File: src/rtl/msg_tx_scheduler.sv
// Round-robin arbiter that shares one 9-bit frame serializer among NREQ sources.
// Issues a one-cycle send/grant, then times the frame and the inter-frame gap.
module msg_tx_scheduler #(
    parameter int unsigned NREQ       = 4,
    parameter int unsigned BIT_CYCLES = 1024,
    parameter int unsigned FRAME_BITS = 9,
    parameter int unsigned GAP_CYCLES = 16,
    parameter int unsigned CNT_W      = 14
) (
    input  logic                i_clk,
    input  logic                i_rst,
    input  logic                i_en,
    input  logic [NREQ-1:0]     i_req,
    input  logic [5*NREQ-1:0]   i_req_msg,
    input  logic [NREQ-1:0]     i_req_mode,
    output logic [NREQ-1:0]     o_grant,
    output logic                o_send,
    output logic [4:0]          o_msg_out,
    output logic                o_mode_out,
    output logic                o_busy,
    output logic                o_frame_done
);

    localparam int unsigned     PTR_W    = (NREQ > 1) ? $clog2(NREQ) : 1;
    localparam logic [CNT_W-1:0] TX_LAST  = CNT_W'(FRAME_BITS * BIT_CYCLES - 1);
    localparam logic [CNT_W-1:0] GAP_LAST = CNT_W'(GAP_CYCLES - 1);

    typedef enum logic [1:0] {
        S_IDLE  = 2'd0,
        S_ISSUE = 2'd1,
        S_TX    = 2'd2,
        S_GAP   = 2'd3
    } state_t;

    state_t             r_state, w_state_nxt;
    logic [CNT_W-1:0]   r_timer, w_timer_nxt;
    logic [PTR_W-1:0]   r_rr_ptr, w_rr_ptr_nxt;
    logic [PTR_W-1:0]   r_win, w_win_nxt;
    logic [PTR_W-1:0]   w_win;
    logic               w_found;
    logic [4:0]         w_msg;
    logic               w_mode;

    logic [NREQ-1:0]    w_grant_nxt;
    logic               w_send_nxt;
    logic [4:0]         w_msg_nxt;
    logic               w_mode_nxt;
    logic               w_busy_nxt;
    logic               w_done_nxt;

    // First requesting source at or after the round-robin pointer, wrapping.
    always_comb begin
        int unsigned idx;
        w_found = 1'b0;
        w_win   = '0;
        idx     = 0;
        for (int unsigned k = 0; k < NREQ; k++) begin
            idx = (32'(r_rr_ptr) + k) % NREQ;
            if (!w_found && i_req[PTR_W'(idx)]) begin
                w_found = 1'b1;
                w_win   = PTR_W'(idx);
            end
        end
    end

    always_comb begin
        w_msg  = '0;
        w_mode = 1'b0;
        for (int unsigned j = 0; j < NREQ; j++) begin
            if (PTR_W'(j) == w_win) begin
                w_msg  = i_req_msg[5*j +: 5];
                w_mode = i_req_mode[j];
            end
        end
    end

    // State register
    always_ff @(posedge i_clk or posedge i_rst) begin
        if (i_rst) begin
            r_state  <= S_IDLE;
            r_timer  <= '0;
            r_rr_ptr <= '0;
            r_win    <= '0;
        end else begin
            r_state  <= w_state_nxt;
            r_timer  <= w_timer_nxt;
            r_rr_ptr <= w_rr_ptr_nxt;
            r_win    <= w_win_nxt;
        end
    end

    // Next-state logic
    always_comb begin
        w_state_nxt  = r_state;
        w_timer_nxt  = r_timer;
        w_rr_ptr_nxt = r_rr_ptr;
        w_win_nxt    = r_win;
        case (r_state)
            S_IDLE: begin
                if (i_en && w_found) begin
                    w_state_nxt = S_ISSUE;
                    w_win_nxt   = w_win;
                end
            end
            S_ISSUE: begin
                w_rr_ptr_nxt = (r_win == PTR_W'(NREQ - 1)) ? '0 : r_win + 1'b1;
                w_timer_nxt  = '0;
                w_state_nxt  = S_TX;
            end
            S_TX: begin
                if (r_timer == TX_LAST) begin
                    w_timer_nxt = '0;
                    w_state_nxt = S_GAP;
                end else begin
                    w_timer_nxt = r_timer + 1'b1;
                end
            end
            S_GAP: begin
                if (r_timer == GAP_LAST) begin
                    w_timer_nxt = '0;
                    w_state_nxt = S_IDLE;
                end else begin
                    w_timer_nxt = r_timer + 1'b1;
                end
            end
            default: w_state_nxt = S_IDLE;
        endcase
    end

    // Output logic: next values look ahead so the registered outputs line up with the state.
    always_comb begin
        w_send_nxt  = 1'b0;
        w_grant_nxt = '0;
        w_msg_nxt   = o_msg_out;
        w_mode_nxt  = o_mode_out;
        w_busy_nxt  = (w_state_nxt != S_IDLE);
        w_done_nxt  = (w_state_nxt == S_GAP) && (w_timer_nxt == GAP_LAST);
        if (r_state == S_IDLE && w_state_nxt == S_ISSUE) begin
            w_send_nxt  = 1'b1;
            w_grant_nxt = NREQ'(1) << w_win;
            w_msg_nxt   = w_msg;
            w_mode_nxt  = w_mode;
        end
    end

    always_ff @(posedge i_clk or posedge i_rst) begin
        if (i_rst) begin
            o_grant      <= '0;
            o_send       <= 1'b0;
            o_msg_out    <= '0;
            o_mode_out   <= 1'b0;
            o_busy       <= 1'b0;
            o_frame_done <= 1'b0;
        end else begin
            o_grant      <= w_grant_nxt;
            o_send       <= w_send_nxt;
            o_msg_out    <= w_msg_nxt;
            o_mode_out   <= w_mode_nxt;
            o_busy       <= w_busy_nxt;
            o_frame_done <= w_done_nxt;
        end
    end

endmodule

File: config.mk
export PLATFORM = sky130hd
export DESIGN_NAME = msg_tx_scheduler
export DESIGN_NICKNAME = d
export VERILOG_FILES = /design/src/rtl/msg_tx_scheduler.sv
export SDC_FILE = /design/constraint.sdc
export NUM_CORES = 1
export LEC_CHECK = 0
export ABC_AREA = 0
export BUFFER_PORTS_ARGS = -buffer_cell sky130_fd_sc_hd__buf_2
export CORE_MARGIN = 2
export CORE_UTILIZATION = 31
export DETAILED_ROUTE_END_ITERATION = 6
export PLACE_DENSITY_LB_ADDON = 0.15
export SLEW_MARGIN = 20
export SYNTH_ARGS = -nofsm -noshare
export SYNTH_HDL_FRONTEND = slang
export SYNTH_SLANG_ARGS = --single-unit
export TNS_END_PERCENT = 1
File: constraint.sdc
create_clock -name i_clk -period 3.91 [get_ports i_clk]
set_input_delay 0.5865 -clock i_clk [delete_from_list [all_inputs] [get_ports i_clk]]
set_output_delay 0.5865 -clock i_clk [all_outputs]
set_load 0.05 [all_outputs]
==> results.cfg <==
[outcome]
status = finished clean

[critical_path]
crit_arrival_ns = 2.41
criticalPathCategory = reg2reg
ff2ff_path_depth = 6
crit_path_end_kind = register
start_kind = register
r2r_end = o_frame_done
r2r_start = r_timer[0]
required_ns = 4.09
crit_fanout = 6
r2r_slack_ns = 1.69

[synthesis]
synthCells = 204
netlist.area_leader.share_pct = 42.1
synth_compound_area_share_pct = 22.6
synth.distinct_cells = 52
synth.avg_cell_area_um2 = 9.62
synth_xor_area_share_pct = 4.02
synthTopCellsByArea = dfrtp_1 (42%), a211oi_1 (5.0%), o21a_1 (4.6%), nor2_1 (4.2%), nand2_1 (3.3%)
ys_ff_latch = 33
synth_flop_cell = dfrtp_1
yosys_warnings = 0
synth_top_family_by_area = simple AND/OR/NAND/NOR gates
yosys-mux-area-fraction_pct = 1.59
synthArstFlopShare_pct = 100
synth_edf_count = 0
seq_area_frac_synth_pct = 42.1
synthesis.area_um2 = 1960
syn_nets = 237
synth_area_leader_cell = dfrtp_1
synthAdderAreaFrac_pct = 1.28
synth-simple-area-share_pct = 24.7

[clock_tree]
cts_sinks = 33
cts_tree = yes
clockBufferDepth = 2
clkTransAtPathRegs_ns = 0.07
post-cts-setup-buffers = 0
hold_buffers = 0
cts-htree-levels = 2
ctsResizeCount = 0
clk_latency_ns = 0.29
cts_made_buffers = 5
cts_root_buf = clkbuf_8

[job]
cap_violations = 0

[drt]
ant_nets = 0
routed-via-count = 1640
wl_um = 4490
firstDrtPassIters = 4
wire_per_inst_um = 13.8
drc = 0
drt-initial-drc-count = 42
viasPerCell = 5.05

[global_routing]
grt_antenna_before_repair = 0
overflow = 0
grt_pass1_vias = 1572
grt_start_max_net_pins = 25
grt.total_usage_pct = 13.1
grt_pass1_wl_um = 7400

[worst_hold_path]
hold_path_class = reg2reg
whs_endpoint = o_msg_out[2]
hold_start = o_msg_out[2]
hold_depth = 2

[placed_design]
port_buffers = 43
globalplace.congestion = 0.797
dp_hpwl_um = 3420
place_ws_ns = 1.56
placed_area_um2 = 2250

[die]
core_region_area_um2 = 6030
die_area_um2 = 6980
start_util_pct = 32.6
die_w_um = 83.6
die_h_um = 83.6
rows = 28
pin_count = 44

[power]
ir_drop_v = 0.000170
leakage_nw = 1.07
powerDensity_nw_per_um2 = 299

[finish]
area_growth_pct = 20.2
diodes = 0
drive_gt1_share_pct = 29.2
final_cell_mix = buf_2 (43), dfrtp_1 (33), nor2_1 (22), nand2_1 (17), a211oi_1 (13)
n_fill_cell = 614
stdcell_area_um2 = 2360
layout_commonest_cell = buf_2
fin_nets = 283

[timing]
tns_ns = 0
fin_crit_ns = 2.22
tightest_slew_ns = 0.907
fin_crit_sh_pct = 56.9
setup_violations = 0
fin_ws_ns = 1.69
hold_viol_final = 0
relSlewSlack_pct = 39.5
clock.fmax_mhz = 450
rsz0062_at_grt = no
skew_ns = 0.00446
final-max-slew-violation-count = 0
## flip-flops by register name, indices dropped and copies added, names as in the netlist
name          cells
o_msg_out         5
r_timer          14
r_state           2
o_mode_out        1
r_win             2
o_busy            1
o_frame_done      1
r_rr_ptr          2
o_send            1
o_grant           4
## metrics by stage
| stage | instances | utilization [%] | power [mW] | hold WS [ns] |
|---|---|---|---|---|
| 6_report | 325 | 39.1 | 0.705 | 0.483 |
| 3_5_place_dp | 318 | 37.4 | 0.404 | 0.473 |
| 4_1_cts | 325 | 39.1 | 0.718 | 0.490 |
| 2_1_floorplan | 204 | - | 0.380 | 0.454 |
| 5_1_grt | 325 | 39.1 | 0.739 | 0.513 |
| 3_3_place_gp | 318 | 37.4 | 0.404 | 0.469 |
## how the worst max path moves through the flow
| stage | start | end | cells after the start |
|---|---|---|---|
| 4_1_cts | r_timer[0] | o_frame_done | 6 |
| 2_1_floorplan | r_timer[0] | o_frame_done | 6 |
| 6_report | r_timer[0] | o_frame_done | 6 |
| 3_3_place_gp | i_req[0] | o_busy | 5 |
| 3_5_place_dp | i_req[0] | o_busy | 5 |
| 5_1_grt | r_timer[0] | o_frame_done | 6 |
## worst max-delay path, cell delays in order, from the launching register on
cell and delay [ns]:
dfrtp_1 0.45, ha_1 0.28, nand3_2 0.18, nor4_2 0.46
mux2i_1 0.28, nand4_1 0.13, a2111oi_2 0.33
## where the power goes
group	total, mW	switching, mW	internal, mW
combinational	0.0554	0.0304	0.0249
sequential	0.341	0	0.341
clock	0.309	0.124	0.185
## Yosys cell counts, types with 2 or more instances
cell / instances
xnor2_1: 6
ha_1: 2
o21ai_0: 2
a31o_2: 2
and3_1: 3
nand2_1: 17
nor2_2: 3
o211ai_1: 2
nor4_2: 2
dfrtp_1: 33
nand3_1: 4
nor2b_1: 2
nand4_1: 3
or2_1: 3
nor3_2: 3
o21ai_1: 2
nand3_2: 2
xor2_1: 3
o31ai_1: 8
o21a_1: 12
mux2i_1: 2
a211oi_1: 13
nor3_1: 5
buf_2: 5
nor2_1: 22
inv_1: 9
or3_1: 2
nand2b_1: 3
a21oi_1: 6
## routing by layer
layer | wire length [µm] | up-vias | part of all wire [%] | track usage (%)
li1 | - | 843 | - | -
met1 | 2190 | 755 | 49 | 17.7
met2 | 2030 | 37 | 45 | 20.6
met3 | 228 | 5 | 5.1 | 4.75
met4 | 32 | 0 | 0.71 | 2.20
met5 | 0 | - | 0 | 0
## logic make-up (layout without fill, tap and decap cells)
family / after synthesis / after routing
AND/OR/NAND/NOR: 84 / 84
AO/OA/AOI/OAI: 57 / 57
flip-flops: 33 / 33
buffers and inverters: 16 / 62
XOR/XNOR: 9 / 9
multiplexers: 3 / 3
adder cells (fa/ha/maj): 2 / 2
## area by class of cell
type | instances | area [µm²] | share of cell area, %
timing repair buffer | 46 | 238 | 10.1
clock inverter | 2 | 35.0 | 1.49
multi-input combinational | 155 | 1060 | 45.1
inverter | 9 | 33.8 | 1.43
sequential | 33 | 826 | 35.0
clock buffer | 5 | 68.8 | 2.92
tap | 75 | 93.8 | 3.98
No activity file was read; power rests on OpenSTA's default activity.
